[src/rtl/cdc_pkg.sv]
// Shared types and helpers for the input conditioning blocks.
package cdc_pkg;

  typedef enum logic [1:0] {
    STABLE_LO,
    QUAL_HI,
    STABLE_HI,
    QUAL_LO
  } debounce_state_t;

  function automatic int cnt_width(input int n);
    return $clog2(n + 1);
  endfunction

endpackage

[src/rtl/cdc_sync.sv]
// Plain flip-flop synchroniser chain; unreset so it can sit on any async input.
module cdc_sync #(
  parameter int STAGES = 2
) (
  input  logic clk,
  input  logic d,
  output logic q
);

  logic [STAGES-1:0] chain = '0;

  always_ff @(posedge clk) begin
    chain <= {chain[STAGES-2:0], d};
  end

  assign q = chain[STAGES-1];

endmodule

[src/rtl/cdc_debounce.sv]
// Synchronise and debounce an asynchronous level; emit edge strobes and a
// saturating count of aborted qualifications.
//
// state     | meaning
// STABLE_LO | level is 0, synchronised input agrees
// QUAL_HI   | level is 0, counting consecutive 1 samples
// STABLE_HI | level is 1, synchronised input agrees
// QUAL_LO   | level is 1, counting consecutive 0 samples
module cdc_debounce
  import cdc_pkg::*;
#(
  parameter int SYNC_STAGES     = 2,
  parameter int DEBOUNCE_CYCLES = 16,
  parameter bit RESET_LEVEL     = 1'b0,
  parameter int GLITCH_W        = 16
) (
  input  logic                clk,
  input  logic                areset,
  input  logic                i,
  input  logic                clr_glitch,
  output logic                level,
  output logic                rise,
  output logic                fall,
  output logic [GLITCH_W-1:0] glitch_count
);

  localparam int CW = cnt_width(DEBOUNCE_CYCLES);
  localparam logic [CW-1:0] CNT_LAST = CW'(DEBOUNCE_CYCLES - 1);
  localparam debounce_state_t RESET_STATE = RESET_LEVEL ? STABLE_HI : STABLE_LO;

  logic                s;
  debounce_state_t     state, state_nx;
  logic [CW-1:0]       cnt, cnt_nx;
  logic                level_nx, rise_nx, fall_nx, glitch_inc;
  logic [GLITCH_W-1:0] glitch_nx;

  cdc_sync #(.STAGES(SYNC_STAGES)) u_sync (
    .clk (clk),
    .d   (i),
    .q   (s)
  );

  always_comb begin
    state_nx   = state;
    cnt_nx     = cnt;
    level_nx   = level;
    rise_nx    = 1'b0;
    fall_nx    = 1'b0;
    glitch_inc = 1'b0;

    case (state)
      STABLE_LO: begin
        if (s) begin
          if (DEBOUNCE_CYCLES == 1) begin
            state_nx = STABLE_HI;
            level_nx = 1'b1;
            rise_nx  = 1'b1;
          end else begin
            state_nx = QUAL_HI;
            cnt_nx   = CW'(1);
          end
        end
      end
      QUAL_HI: begin
        if (!s) begin
          state_nx   = STABLE_LO;
          cnt_nx     = '0;
          glitch_inc = 1'b1;
        end else if (cnt == CNT_LAST) begin
          state_nx = STABLE_HI;
          cnt_nx   = '0;
          level_nx = 1'b1;
          rise_nx  = 1'b1;
        end else begin
          cnt_nx = cnt + 1'b1;
        end
      end
      STABLE_HI: begin
        if (!s) begin
          if (DEBOUNCE_CYCLES == 1) begin
            state_nx = STABLE_LO;
            level_nx = 1'b0;
            fall_nx  = 1'b1;
          end else begin
            state_nx = QUAL_LO;
            cnt_nx   = CW'(1);
          end
        end
      end
      QUAL_LO: begin
        if (s) begin
          state_nx   = STABLE_HI;
          cnt_nx     = '0;
          glitch_inc = 1'b1;
        end else if (cnt == CNT_LAST) begin
          state_nx = STABLE_LO;
          cnt_nx   = '0;
          level_nx = 1'b0;
          fall_nx  = 1'b1;
        end else begin
          cnt_nx = cnt + 1'b1;
        end
      end
      default: begin
        state_nx = RESET_STATE;
        cnt_nx   = '0;
      end
    endcase

    // Clear wins over a same-cycle increment; increment holds at all-ones.
    if (clr_glitch)
      glitch_nx = '0;
    else if (glitch_inc && (glitch_count != '1))
      glitch_nx = glitch_count + 1'b1;
    else
      glitch_nx = glitch_count;
  end

  always_ff @(posedge clk or posedge areset) begin
    if (areset) begin
      state        <= RESET_STATE;
      cnt          <= '0;
      level        <= RESET_LEVEL;
      rise         <= 1'b0;
      fall         <= 1'b0;
      glitch_count <= '0;
    end else begin
      state        <= state_nx;
      cnt          <= cnt_nx;
      level        <= level_nx;
      rise         <= rise_nx;
      fall         <= fall_nx;
      glitch_count <= glitch_nx;
    end
  end

endmodule

[config.mk]
export PLATFORM = sky130hd
export DESIGN_NAME = cdc_debounce
export DESIGN_NICKNAME = d
export VERILOG_FILES = /design/src/rtl/cdc_pkg.sv /design/src/rtl/cdc_sync.sv /design/src/rtl/cdc_debounce.sv
export SDC_FILE = /design/constraint.sdc
export NUM_CORES = 1
export LEC_CHECK = 0
export CAP_MARGIN = 20
export CORE_MARGIN = 2
export CORE_UTILIZATION = 55
export CTS_CLUSTER_SIZE = 28
export DETAILED_ROUTE_END_ITERATION = 16
export DONT_BUFFER_PORTS = 1
export PLACE_DENSITY = 0.67
export SYNTH_ARGS = -nofsm -noshare
export SYNTH_HDL_FRONTEND = slang
export SYNTH_SLANG_ARGS = --single-unit
[constraint.sdc]
create_clock -name clk -period 3.8 [get_ports clk]
set_input_delay 0.95 -clock clk [delete_from_list [all_inputs] [get_ports clk]]
set_output_delay 0.95 -clock clk [all_outputs]
set_load 0.05 [all_outputs]
# Yosys cells after proc, flatten, opt, wreduce, memory -nomap -nowiden
# Cells that the tools add are included.
[op_classes] addsub=2 n_eq_ne=13 n_mux=28 n_reduce_logical=7
[ops] op="2-to-1 mux 16 bit" count=2
[ops] op="2-to-1 mux 5 bit" count=5
[ops] op="one-hot mux 5 bit (4 select lines)" count=1
[ops] op="adder 16 x 1 -> 16 bit, second input constant" count=1
[ops] op="!= test 16 bit, second input constant" count=1
[ops] op="2-to-1 mux 2 bit" count=6
[ops] op="2-to-1 mux 1 bit" count=11
[ops] op="!= test 2 bit, second input constant" count=4
[ops] op="one-hot mux 2 bit (4 select lines)" count=1
[ops] op="adder 5 x 1 -> 5 bit, second input constant" count=1
[ops] op="== test 5 x 4 -> 1 bit, second input constant" count=1
[ops] op="AND reduction 5 bit" count=1
[ops] op="== test 2 bit, second input constant" count=2
[ops] op="!= test 2 x 1 -> 1 bit, second input constant" count=2
[ops] op="one-hot mux 1 bit (2 select lines)" count=2
[ops] op="AND reduction 4 bit" count=1
[ops] op="nonzero test 2 bit" count=2
[ops] op="!= test 3 x 2 -> 1 bit, second input constant" count=1
[ops] op="!= test 3 bit, second input constant" count=1
[ops] op="== test 2 x 1 -> 1 bit, second input constant" count=1
[ops] op="logical NOT 2 bit" count=1
[ops] op="AND reduction 2 bit" count=1
[ops] op="logical AND 1 bit" count=1
[totals] register_bits=28 input_bits=4 output_inout_bits=19 wordCells=57

# Depth between registers and ports, before layout
[depth] word_depth=5 mapped_depth=6 ltp_nobuf=5

# By module
# From an unflattened synthesis, not the netlist that was laid out.
[hier_totals] hier_cells=151 area_unflattened_um2=1418.9
[by_module_without_submodules] module="cdc_debounce" n_inst=1 cells_each=149 area_each_um2=1378.8 seq_area_each_um2=650.6
[by_module_without_submodules] module="cdc_sync" n_inst=1 cells_each=2 area_each_um2=40.0 seq_area_each_um2=40.0

# Worst setup path before layout
# OpenSTA, ideal clock, no wires.
[synth_path] path_kind="register to register" from="register glitch_count[0]" to="register glitch_count[2]" setup_ns=0.127 arrival_time_ns=2.027 required_ns=3.673 path_slack_ns=1.645 stages_incl_launch_ff=6 path_buffers=0 synth_period_minus_slack_ns=2.155 cell_sequence="dfrtp_1 -> ha_1 -> nand4_1 -> or4b_1 -> nand3_1 -> mux2_1"
[synth_between] elab_chain_cells=3 elab_cells_between_ends=6 cone_classes="add/sub: 1; eq/ne: 1; mux: 2; reduce/logical: 2"
[synth_rtl] element="start: declaration" line="cdc_debounce.sv:24" source="output logic [GLITCH_W-1:0] glitch_count"
[synth_rtl] element="start signal: assignment" line="cdc_debounce.sv:133" source="glitch_count <= glitch_nx;"
[synth_rtl] element="adder 16 x 1 -> 16 bit or != test 16 bit (tied branches)" line="cdc_debounce.sv:114, cdc_debounce.sv:113"
[synth_rtl] element="2-to-1 mux 16 bit or logical AND 1 bit (tied branches)" line="cdc_debounce.sv:113" source="else if (glitch_inc && (glitch_count != '1))"
[synth_rtl] element="2-to-1 mux 16 bit or nonzero test 2 bit (tied branches)"
# Parallel ways exist; a longest one is shown, timed or not. The select of a mux whose other input is x is not followed.
# A chain may end at the register's enable or synchronous reset.

# Final worst setup path
[layout_path] from="register glitch_count[11]" to="register glitch_count[15]"
# The elaborated chain is that of the path after synthesis.

==> results by group <==
CTS
  – CTS tree: built
  – CTS Hold Buffers Added: 0
  – Longest Clk Path Bufs: 2
  – CTS clk-pin slew, worst paths: 0.16 ns
  – Root Driver: clkbuf_4
  – H-tree Lvls: 1
  – Clk sinks: 28
  – Post-CTS setup buffers: 0
  – Clk_lat worst skew: 0.33 ns
  – Number of buffers created by CTS: 3
  – Post-cts resize count: 0

Pwr
  – Sw power: 0.000120 W
  – Internal: 0.000423 W
  – Pwr dens: 354 nW/um2
  – Worst IR Drop VDD: 0.000200 V
  – Seq pwr share: 0.584
  – Leakage: 0.631 nW
  – Gate power share: 0.054
  – Clock share of power: 0.362
  – Sw frac: 0.221

Critical path
  – Crit-path max cell delay: 0.82 ns
  – Depth of the most critical reg-to-reg path: 4
  – Crit-path slowest cell: nor4b_4
  – Worst Path Required: 4.02 ns
  – R2r endpoint: glitch_count[15]
  – CP endpoint kind: flop
  – CP Launch Type: flop
  – Reg2reg start: glitch_count[11]
  – Worst Path Max Fanout: 18
  – CP delay by family, top: simple AND/OR/NAND/NOR gates
  – R2R Setup Slk: 1.24 ns
  – Data arrival time of the critical path: 2.79 ns
  – Worst setup startpoint: glitch_count[11]
  – Critical path, cell by cell: nand4_1 > nor4b_4 > nor4_1 > mux2_1
  – Worst path buffer plus inverter count: 0
  – Critical path class: flop to flop

Timing
  – Fmax: 390 MHz
  – Worst slew pin tran: 0.780 ns
  – Setup TNS: 0 ns
  – Max-slew violations: 0
  – Max Clock Skew: 0.00839 ns
  – Setup violators final: 0
  – Tcrit/Tclk final: 0.674
  – Fin. Hold Viols: 0
  – RSZ-0062 raised after global routing: no
  – Final min period: 2.56 ns
  – Rel. slew slack: 0.478

Global route
  – Number of global-route vias before repair: 1006
  – Largest net degree at the start of global routing: 27
  – First-pass GRT wire length: 4730 um
  – GRT Total Usage: 0.187
  – Initial antenna violation count: 0
  – Total gr overflow: 0

Synth
  – Xor/xnor share of the synthesized area: 0.0368
  – Syn Area/Cell: 9.94 um2
  – Post-synthesis mux area share: 0.0231
  – Sequential area share after synthesis: 0.473
  – Post-synth net total: 153
  – Synthesized instance count: 147
  – Synth Cell Area: 1460 um2
  – Combinational family with the most area after synthesis: simple AND/OR/NAND/NOR gates
  – Ys Warns: 0
  – Cell variety after synth: 37
  – Synth Area in Compound Gates: 0.150
  – Simple-gate share of the synthesized area: 0.268
  – Synth Register Bits: 28
  – Post-synthesis adder-cell area fraction: 0.0171

Final layout
  – Final nets: 151
  – Commonest non-fill, non-tap cell in the layout: dfrtp_1
  – Layout area overhead: 5.05%
  – Final core occ: 0.614
  – Antenna cell count: 0
  – Most frequent cells in the layout: dfrtp_1, nand2_1, a21oi_1
  – Non-filler instance count after layout: 174
  – Layout cell share with drive strength beyond 1: 0.0694

Floorplan
  – Row cnt: 18
  – I/O pin count: 23
  – Die area: 3090 um2
  – Core region area: 2500 um2
  – Chip width: 55.5 um
  – Initial core utilization: 0.585
  – Die H: 55.5 um

Place
  – I/O Buffers: 0
  – DP Cell Count: 169
  – Final Wtd Congestion: 0.759
  – HPWL after detailed placement: 1880 um

Drt
  – Vias per cell: 6.42
  – Initial DRC count: 42
  – Wirelength per Cell: 16.3 um
  – Routed WL: 2830 um
  – ANT nets after route: 0
  – Via Count: 1117
  – Drc violations: 0
  – DRT Pass-1 Iters: 4

Worst hold path
  – Hold Crit Class: flop to flop
  – Hold Crit Start: u_sync.chain[0]
  – Hold path endpoint: u_sync.chain[1]
  – WHS Path Cells: 0

Run status
  – Run status: finished clean

Job
  – Max cap viols: 0
worst max-delay path by stage:
| stage | depth (start not counted) | to | slack [ns] |
|---|---|---|---|
| after floorplan | 5 | glitch_count[2] | 1.65 |
| after global placement | 4 | glitch_count[15] | 1.35 |
| after detailed placement | 4 | glitch_count[15] | 1.28 |
| after CTS | 4 | glitch_count[15] | 1.25 |
| after global routing | 4 | glitch_count[15] | 1.08 |
| final | 4 | glitch_count[15] | 1.24 |
flip-flops by register name (all words and copies together) (netlist names), named ones only:
| register | count |
|---|---|
| cnt | 5 |
| fall | 1 |
| glitch_count | 16 |
| level | 1 |
| rise | 1 |
| state | 1 |
| u_sync.chain | 2 |
area by class of cell:
type | instances | area [um2]
clock buffer | 3 | 22.5
clock inverter | 1 | 30.0
fill | 203 | 965
inverter | 1 | 3.75
multi-input combinational | 110 | 723
sequential | 28 | 691
tap | 30 | 37.5
timing repair buffer | 1 | 27.5
kinds of logic after synthesis:
group | count (synthesis)
flops | 28
xor+xnor | 4
simple gates | 64
mux | 3
fa+ha+maj | 2
buf+inv | 9
compound gates | 37
power groups by stage:
| stage | clock (W) | sequential, W | combinational [W] |
|---|---|---|---|
| after global routing | 0.000209 | 0.000318 | 0.0000343 |
| after detailed placement | 0 | 0.000323 | 0.0000264 |
| after floorplan | 0 | 0.000318 | 0.0000296 |
| after global placement | 0 | 0.000322 | 0.0000250 |
| after CTS | 0.000199 | 0.000317 | 0.0000266 |
| final | 0.000196 | 0.000317 | 0.0000295 |
Yosys cell counts:
| master | number | share of area |
|---|---|---|
| nor3b_1 | 1 | 0.0051 |
| nand2_1 | 14 | 0.036 |
| and4_1 | 2 | 0.012 |
| o21ai_1 | 2 | 0.0068 |
| or4b_1 | 1 | 0.0068 |
| nor4b_4 | 1 | 0.016 |
| inv_1 | 1 | 0.0026 |
| and4b_1 | 1 | 0.0068 |
| nor4_1 | 2 | 0.0086 |
| nand4_1 | 5 | 0.021 |
| and2_1 | 2 | 0.0086 |
| clkbuf_1 | 3 | 0.0077 |
| xnor2_1 | 1 | 0.0060 |
| a31oi_1 | 1 | 0.0043 |
| o211ai_2 | 1 | 0.0086 |
| nand2_4 | 1 | 0.0077 |
| o31ai_1 | 9 | 0.046 |
| buf_4 | 1 | 0.0051 |
| nor2_1 | 5 | 0.013 |
| nand4_2 | 1 | 0.0086 |
| buf_6 | 1 | 0.0077 |
| ha_1 | 2 | 0.017 |
| xnor2_4 | 1 | 0.019 |
| dfrtp_1 | 26 | 0.45 |
| o21a_1 | 1 | 0.0051 |
| dfxtp_1 | 2 | 0.027 |
| o21ai_0 | 9 | 0.031 |
| and3_1 | 2 | 0.0086 |
| or3_1 | 4 | 0.017 |
| buf_1 | 1 | 0.0026 |
| mux2_1 | 3 | 0.023 |
| nand3_1 | 11 | 0.038 |
| a21oi_1 | 14 | 0.048 |
| buf_2 | 2 | 0.0068 |
| or4_1 | 8 | 0.041 |
| xor2_1 | 2 | 0.012 |
| nor2b_1 | 3 | 0.013 |
metrics by stage:
step                      power [W]  worst slack, ns  hold slack, ns  area, um2
after floorplan            0.000347             1.65           0.310       1460
after global placement     0.000347             1.35           0.316       1460
after detailed placement   0.000349             1.28           0.316       1460
after CTS                  0.000543             1.25           0.350       1510
after global routing       0.000561             1.08           0.352       1540
final                      0.000543             1.24           0.349       1540
metal layers:
layer | up-vias | global-route usage | part of all wire
met1 | 530 | 0.252 | 0.46
li1 | 554 | - | -
met5 | - | 0 | 0
met4 | 0 | 0.0767 | 0.0064
met3 | 2 | 0.0398 | 0.047
met2 | 31 | 0.293 | 0.49
(Power assumes the default switching activity.)
